### src/rtl/m_issue_scoreboard_if.sv
// Issue-port bundle between decode and the issue scoreboard.
// Handshake: an instruction transfers on a cycle where in_valid & in_ready are both 1;
// out_valid mirrors that transfer to execute and never depends on out_ready.
interface m_issue_scoreboard_if #(
  parameter int NUM_REGS = 32
);
  localparam int SEL_W = $clog2(NUM_REGS);

  logic                in_valid;
  logic                in_ready;
  logic [SEL_W-1:0]    rs_sel;
  logic [SEL_W-1:0]    rq_sel;
  logic                uses_rs;
  logic                uses_rq;
  logic [SEL_W-1:0]    rd_sel;
  logic                writes_rd;
  logic                out_valid;
  logic                out_ready;
  logic                wb_valid;
  logic [SEL_W-1:0]    wb_rd;
  logic                drain_req;
  logic                drain_ack;
  logic [NUM_REGS-1:0] pending;
  logic [3:0]          outstanding;
  logic [15:0]         stall_cycles;
  logic [1:0]          fsm_state;

  modport master (
    output in_valid, rs_sel, rq_sel, uses_rs, uses_rq, rd_sel, writes_rd,
           out_ready, wb_valid, wb_rd, drain_req,
    input  in_ready, out_valid, drain_ack, pending, outstanding, stall_cycles, fsm_state
  );

  modport slave (
    input  in_valid, rs_sel, rq_sel, uses_rs, uses_rq, rd_sel, writes_rd,
           out_ready, wb_valid, wb_rd, drain_req,
    output in_ready, out_valid, drain_ack, pending, outstanding, stall_cycles, fsm_state
  );
endinterface

### src/rtl/m_issue_scoreboard.sv
// Decode-stage issue scoreboard: stalls on RAW/WAW against in-flight writes, caps the
// number of outstanding writers and offers a drain handshake for trap/CSR entry.
module m_issue_scoreboard #(
  parameter int NUM_REGS        = 32,
  parameter int MAX_OUTSTANDING = 4,
  parameter int R0_HARDWIRED    = 0
) (
  input  logic                  clk,
  input  logic                  rst_n,
  m_issue_scoreboard_if.slave   bus
);
  localparam logic [3:0] MAX_CNT = 4'(MAX_OUTSTANDING);

  typedef enum logic [1:0] {
    ST_RUN     = 2'd0,
    ST_DRAIN   = 2'd1,
    ST_DRAINED = 2'd2
  } state_t;

  state_t              r_state;
  state_t              w_state_nxt;
  logic [NUM_REGS-1:0] r_pending;
  logic [NUM_REGS-1:0] w_pending_nxt;
  logic [3:0]          r_outstanding;
  logic [3:0]          w_outstanding_nxt;
  logic [15:0]         r_stall_cycles;
  logic                r_drain_ack;

  logic w_r0;
  logic w_rs_hit;
  logic w_rq_hit;
  logic w_rd_hit;
  logic w_hazard;
  logic w_full;
  logic w_run;
  logic w_go;
  logic w_issue;
  logic w_set;
  logic w_clr;
  logic w_stall_inc;

  assign w_r0 = (R0_HARDWIRED != 0);

  // Hazards look only at registered pending bits: a writeback frees dependents next cycle.
  assign w_rs_hit = bus.uses_rs   & r_pending[bus.rs_sel] & ~(w_r0 & (bus.rs_sel == '0));
  assign w_rq_hit = bus.uses_rq   & r_pending[bus.rq_sel] & ~(w_r0 & (bus.rq_sel == '0));
  assign w_rd_hit = bus.writes_rd & r_pending[bus.rd_sel] & ~(w_r0 & (bus.rd_sel == '0));
  assign w_hazard = w_rs_hit | w_rq_hit | w_rd_hit;
  assign w_full   = bus.writes_rd & (r_outstanding == MAX_CNT);
  assign w_run    = (r_state == ST_RUN);
  assign w_go     = rst_n & w_run & ~w_hazard & ~w_full;

  assign bus.out_valid = bus.in_valid & w_go;
  assign bus.in_ready  = bus.out_ready & w_go;
  assign w_issue       = bus.in_valid & bus.in_ready;

  assign w_set       = w_issue & bus.writes_rd & ~(w_r0 & (bus.rd_sel == '0));
  assign w_clr       = bus.wb_valid & r_pending[bus.wb_rd];
  assign w_stall_inc = bus.in_valid & w_run & (w_hazard | w_full);

  // Clear before set so a same-register set survives; the count only moves when one side acts.
  always_comb begin
    w_pending_nxt     = r_pending;
    w_outstanding_nxt = r_outstanding;
    if (w_clr) w_pending_nxt[bus.wb_rd]  = 1'b0;
    if (w_set) w_pending_nxt[bus.rd_sel] = 1'b1;
    if (w_set && !w_clr)      w_outstanding_nxt = r_outstanding + 4'd1;
    else if (w_clr && !w_set) w_outstanding_nxt = r_outstanding - 4'd1;
  end

  always_comb begin
    w_state_nxt = r_state;
    case (r_state)
      ST_RUN:     if (bus.drain_req) w_state_nxt = ST_DRAIN;
      ST_DRAIN: begin
        if (!bus.drain_req)            w_state_nxt = ST_RUN;
        else if (r_outstanding == '0)  w_state_nxt = ST_DRAINED;
      end
      ST_DRAINED: if (!bus.drain_req) w_state_nxt = ST_RUN;
      default:    w_state_nxt = ST_RUN;
    endcase
  end

  always_ff @(posedge clk) begin
    if (!rst_n) begin
      r_state        <= ST_RUN;
      r_pending      <= '0;
      r_outstanding  <= '0;
      r_stall_cycles <= '0;
      r_drain_ack    <= 1'b0;
    end else begin
      r_state       <= w_state_nxt;
      r_pending     <= w_pending_nxt;
      r_outstanding <= w_outstanding_nxt;
      r_drain_ack   <= (w_state_nxt == ST_DRAINED);
      if (w_stall_inc && (r_stall_cycles != 16'hffff))
        r_stall_cycles <= r_stall_cycles + 16'd1;
    end
  end

  assign bus.pending      = r_pending;
  assign bus.outstanding  = r_outstanding;
  assign bus.stall_cycles = r_stall_cycles;
  assign bus.drain_ack    = r_drain_ack;
  assign bus.fsm_state    = r_state;
endmodule

### src/flat_wrapper.sv
// flat-port wrapper written by rule: the top's interface ports become plain ports
module m_issue_scoreboard_flat 
#(
  parameter int NUM_REGS        = 32,
  parameter int MAX_OUTSTANDING = 4,
  parameter int R0_HARDWIRED    = 0
)
  (clk, rst_n, bus_in_valid, bus_rs_sel, bus_rq_sel, bus_uses_rs, bus_uses_rq, bus_rd_sel, bus_writes_rd, bus_out_ready, bus_wb_valid, bus_wb_rd, bus_drain_req, bus_in_ready, bus_out_valid, bus_drain_ack, bus_pending, bus_outstanding, bus_stall_cycles, bus_fsm_state);
  m_issue_scoreboard_if #(.NUM_REGS(NUM_REGS)) bus_i ();
  input  logic clk;
  input  logic rst_n;
  input wire logic [$bits(bus_i.in_valid)-1:0] bus_in_valid;
  input wire logic [$bits(bus_i.rs_sel)-1:0] bus_rs_sel;
  input wire logic [$bits(bus_i.rq_sel)-1:0] bus_rq_sel;
  input wire logic [$bits(bus_i.uses_rs)-1:0] bus_uses_rs;
  input wire logic [$bits(bus_i.uses_rq)-1:0] bus_uses_rq;
  input wire logic [$bits(bus_i.rd_sel)-1:0] bus_rd_sel;
  input wire logic [$bits(bus_i.writes_rd)-1:0] bus_writes_rd;
  input wire logic [$bits(bus_i.out_ready)-1:0] bus_out_ready;
  input wire logic [$bits(bus_i.wb_valid)-1:0] bus_wb_valid;
  input wire logic [$bits(bus_i.wb_rd)-1:0] bus_wb_rd;
  input wire logic [$bits(bus_i.drain_req)-1:0] bus_drain_req;
  output wire logic [$bits(bus_i.in_ready)-1:0] bus_in_ready;
  output wire logic [$bits(bus_i.out_valid)-1:0] bus_out_valid;
  output wire logic [$bits(bus_i.drain_ack)-1:0] bus_drain_ack;
  output wire logic [$bits(bus_i.pending)-1:0] bus_pending;
  output wire logic [$bits(bus_i.outstanding)-1:0] bus_outstanding;
  output wire logic [$bits(bus_i.stall_cycles)-1:0] bus_stall_cycles;
  output wire logic [$bits(bus_i.fsm_state)-1:0] bus_fsm_state;
  assign bus_i.in_valid = bus_in_valid;
  assign bus_i.rs_sel = bus_rs_sel;
  assign bus_i.rq_sel = bus_rq_sel;
  assign bus_i.uses_rs = bus_uses_rs;
  assign bus_i.uses_rq = bus_uses_rq;
  assign bus_i.rd_sel = bus_rd_sel;
  assign bus_i.writes_rd = bus_writes_rd;
  assign bus_i.out_ready = bus_out_ready;
  assign bus_i.wb_valid = bus_wb_valid;
  assign bus_i.wb_rd = bus_wb_rd;
  assign bus_i.drain_req = bus_drain_req;
  assign bus_in_ready = bus_i.in_ready;
  assign bus_out_valid = bus_i.out_valid;
  assign bus_drain_ack = bus_i.drain_ack;
  assign bus_pending = bus_i.pending;
  assign bus_outstanding = bus_i.outstanding;
  assign bus_stall_cycles = bus_i.stall_cycles;
  assign bus_fsm_state = bus_i.fsm_state;
  m_issue_scoreboard #(.NUM_REGS(NUM_REGS), .MAX_OUTSTANDING(MAX_OUTSTANDING), .R0_HARDWIRED(R0_HARDWIRED)) u_core (.clk(clk), .rst_n(rst_n), .bus(bus_i));
endmodule
### config.mk
export PLATFORM = sky130hd
export DESIGN_NAME = m_issue_scoreboard_flat
export DESIGN_NICKNAME = d
export VERILOG_FILES = /design/src/rtl/m_issue_scoreboard_if.sv /design/src/rtl/m_issue_scoreboard.sv /design/src/flat_wrapper.sv
export SDC_FILE = /design/constraint.sdc
export NUM_CORES = 1
export LEC_CHECK = 0
export BUFFER_PORTS_ARGS = -buffer_cell sky130_fd_sc_hd__buf_4
export CORE_UTILIZATION = 45
export CTS_BUF_LIST = sky130_fd_sc_hd__clkbuf_8 sky130_fd_sc_hd__clkbuf_16
export DETAILED_ROUTE_END_ITERATION = 16
export GPL_TIMING_DRIVEN = 0
export PLACE_DENSITY = 0.78
export SYNTH_ARGS = -nofsm -noshare
export SYNTH_HDL_FRONTEND = slang
export SYNTH_SLANG_ARGS = --single-unit
export TNS_END_PERCENT = 100
### constraint.sdc
create_clock -name clk -period 4.4 [get_ports clk]
set_input_delay 0.22 -clock clk [delete_from_list [all_inputs] [get_ports clk]]
set_output_delay 0.22 -clock clk [all_outputs]
set_load 0.05 [all_outputs]
==> summary.txt <==
Layout
  – Diodes inserted: 0
  – Core Util, Final: 0.566
  – Area of the multi-input gates: ~0.0025 mm2
  – FF/Latch Area: about 0.0011 mm2
  – Fillers: approximately 730
  – Finished Layout Cells: about 570
  – Layout cells sized above 1: 0.325
  – Layout area overhead: 21.8%
  – Nets: approximately 500

Timing
  – Fin worst setup slack: roughly 0.70 ns
  – Final Setup Violations: 0
  – Final Skew: around 0.0094 ns
  – Final min period: ~3.7 ns
  – Fin. Hold Viols: 0
  – Min Hold Slack: between 0.15 and 0.2 ns
  – Worst slew margin: 0.454
  – RSZ-0062 raised after global routing: false
  – Setup TNS Final: 0 ns
  – Count of pins over their slew limit: 0
  – Slew at the pin with the worst max-slew slack: around 0.81 ns
  – Final Cycle Share: 0.842
  – Peak Freq: between 200 and 300 MHz

Worst setup path
  – CP max FO: 6
  – Max incr delay on CP: between 0.5 and 0.6 ns
  – Worst path cell trace: mux4_2 > or2_1 > a32oi_1 > nand3_1 > or4_1 > nor3_1 > ha_1 > inv_1 > ha_1 > a21o_1 > a21oi_1 > xnor2_1 > or3_1 > a21oi_1
  – Required time of the worst setup path: approximately 4.7 ns
  – Crit path kind: flip-flop to flip-flop
  – CP endpoint kind: flip-flop
  – Slowest-stage cell, CP: or4_1
  – Startpoint types: flip-flop
  – Worst EP arrival: about 4 ns

Placement
  – Worst slack, placed: between 0.5 and 0.6 ns
  – DP HPWL: 8.89 mm
  – Post-Place Cells: between 500 and 600
  – # port buffers: 78
  – Gpl congestion: around 1.0

Synthesis
  – Mean Syn Cell Area: 9.95 um2
  – Largest cells by area after synthesis: dfxtp_1, mux4_2, mux2i_1
  – Largest area contributor in the netlist: dfxtp_1
  – Synthesized cell area: 0.00380 mm2
  – Async set-reset flop share out of synthesis: 0
  – Mapped Cells: 382
  – Seq/Total Area, Yosys: 0.290
  – Ys Warns: 0
  – Post-synthesis net count: approximately 420
  – EDFF count, synth: 0
  – Synth Flop Type: dfxtp_1
  – Distinct cells, synth: between 50 and 60
  – Share of the synthesized area in the top cell type: 0.290
  – Register bit total from synthesis: 55

Flow run
  – Max capacitance violation total: 0

Global route
  – Largest net degree at the start of global routing: 18
  – Congestion Overflow GR: 0
  – Initial antenna violation count: 0
  – Vias in the first global route: between 3000 and 4000
  – First-pass GRT wire length: ~19 mm
  – Total track usage: 0.278

Clock tree
  – Postcts setup bufs: 0
  – CTS tree: yes
  – Clk root buf: clkbuf_8
  – Hold-fix buffers, CTS: 0
  – Clock tree sinks: 55
  – Clock buffer depth: 2
  – Post-CTS sizing: 0
  – H-tree levels: 2
  – CTS buffer count: 5
  – Clock Latency Late Sink: about 0.32 ns
  – CTS clk-pin slew, worst paths: between 0.1 and 0.15 ns

Outcome
  – Status: complete, no violations

Power and ir drop
  – Switching Fraction: 0.289
  – Comb power frac: 0.164
  – Worst vdd ir: 0.144 mV
  – Leak Pwr: ~0.0017 uW
  – Share of power burned in registers: 0.492
  – PwrDens: around 220 mW/mm2
  – Clk pwr share: 0.344
  – Power Internal: roughly 730 uW
  – Switching pwr: approximately 300 uW

Floorplan
  – Cell Rows: 33
  – CORE AREA: approximately 0.0082 mm2
  – DIE HEIGHT: approximately 94 um
  – Ports: 86
  – Initial Utilization: 0.465
  – Die area: 0.00882 mm2
  – Die X: about 94 um

Detailed routing
  – First drt pass iteration count: 4
  – ANT nets after route: 0
  – # DRC: 0
  – Initial DRC count: around 300
  – DRT Wirelength: approximately 12 mm
  – Via-to-Cell Ratio: around 6.7
  – Wirelength per Cell: around 21 um
  – Via count: roughly 3800

Worst hold path
  – Hold WC Path Type: primary input to flip-flop
==> per-layer routing <==
metal,part of all wire,track usage,vias to the layer above,wire length [um]
li1,-,-,1691,-
met1,0.38,0.353,1862,4660
met2,0.49,0.463,243,5920
met3,0.10,0.0566,40,1220
met4,0.031,0.108,0,372
met5,0,0,-,0
==> cells in the mapped netlist (2+ instances only) <==
cell type and number:
a21oi_1 16, nor2b_1 3, o31ai_1 22, o21ai_0 8, buf_6 4, mux2i_1 25, dfxtp_1 55, o211ai_1 24
and4b_1 2, nand3_1 14, a32o_1 5, nand4_1 3, mux2_2 3, nand3b_1 4, xor2_1 4, or3_1 12
nand2b_1 5, buf_1 5, a31oi_1 3, o22ai_1 2, inv_1 14, o31ai_2 17, nand2_1 17, nor2_1 12
clkbuf_1 15, and3_1 4, buf_2 8, or2_2 4, nor3_1 7, mux4_2 25, or4_1 7, ha_1 4
o311ai_0 8
==> path summary, 6_finish.rpt <==
check / slack, ns / cells past startpoint / from / endpoint
max: 0.70 / 14 / u_core.bus.pending[20]$_SDFF_PN0_ / u_core.bus.outstanding[3]$_SDFFE_PN0P_
min: 0.15 / 2 / bus_drain_req / u_core.bus.fsm_state[1]$_SDFF_PN0_
max reg2reg: 0.70 / 14 / u_core.bus.pending[20]$_SDFF_PN0_ / u_core.bus.outstanding[3]$_SDFFE_PN0P_
min reg2reg: 0.51 / 2 / u_core.bus.stall_cycles[8]$_SDFFE_PN0P_ / u_core.bus.stall_cycles[8]$_SDFFE_PN0P_
==> worst max-delay path, delay by kind of cell, from the launching register on <==
kind / cells / cell delay [ns]
and+or+nand+nor: 5 / 1.33
muxes: 1 / 0.48
DFF: 1 / 0.42
AOI/OAI and AO/OA: 4 / 0.73
adders and majority gates: 2 / 0.49
xor gates and xnor gates: 1 / 0.10
buffers and inverters: 1 / 0.10
==> cell usage in the layout, fill, tap and decap left out, types with 16 or more instances in the layout <==
| master | instances |
|---|---|
| o31ai_1 | 22 |
| mux2i_1 | 25 |
| mux4_2 | 25 |
| nand2_1 | 17 |
| dfxtp_1 | 55 |
| buf_4 | 78 |
| a21oi_1 | 16 |
| o31ai_2 | 17 |
| o211ai_1 | 24 |
==> logic make-up (layout without fill, tap and decap cells) <==
logic type,after synthesis,in the layout,share of synthesized area
AO/OA/AOI/OAI,113,113,0.238
XOR/XNOR,5,5,0.0115
adder cells (fa/ha/maj),5,5,0.0184
buffers and inverters,46,132,0.0560
flip-flops,55,55,0.290
multiplexers,53,53,0.223
AND/OR/NAND/NOR,105,105,0.163
==> layout make-up <==
cell class                      count  share of cell area
Multi-Input combinational cell    281               0.537
Sequential cell                    55               0.238
Clock inverter                      3             0.00919
Timing Repair Buffer               78               0.127
Clock buffer                        5              0.0149
Buffer                             32              0.0346
Tap cell                          105              0.0284
Inverter                           14              0.0114
==> power groups by stage <==
stage / Combinational (uW) / Sequential [uW] / Clock [uW]
CTS: 167 / 507 / 354
detailed placement: 166 / 519 / 0
finish: 169 / 507 / 354
floorplan: 96.0 / 532 / 0
global route: 179 / 508 / 377
global placement: 163 / 518 / 0
==> registers in the layout (all words and copies together), names as in the netlist <==
register / flops
u_core.bus.pending: 32
u_core.bus.stall_cycles: 16
u_core.bus.outstanding: 4
u_core.bus.fsm_state: 2
u_core.bus.drain_ack: 1
==> metrics by stage <==
stage	power (uW)	cell area [um2]
finish	1030	4630
global route	1060	4630
CTS	1030	4630
detailed placement	685	4520
global placement	682	4520
floorplan	628	3800
Power figures use the tool's default switching activity.
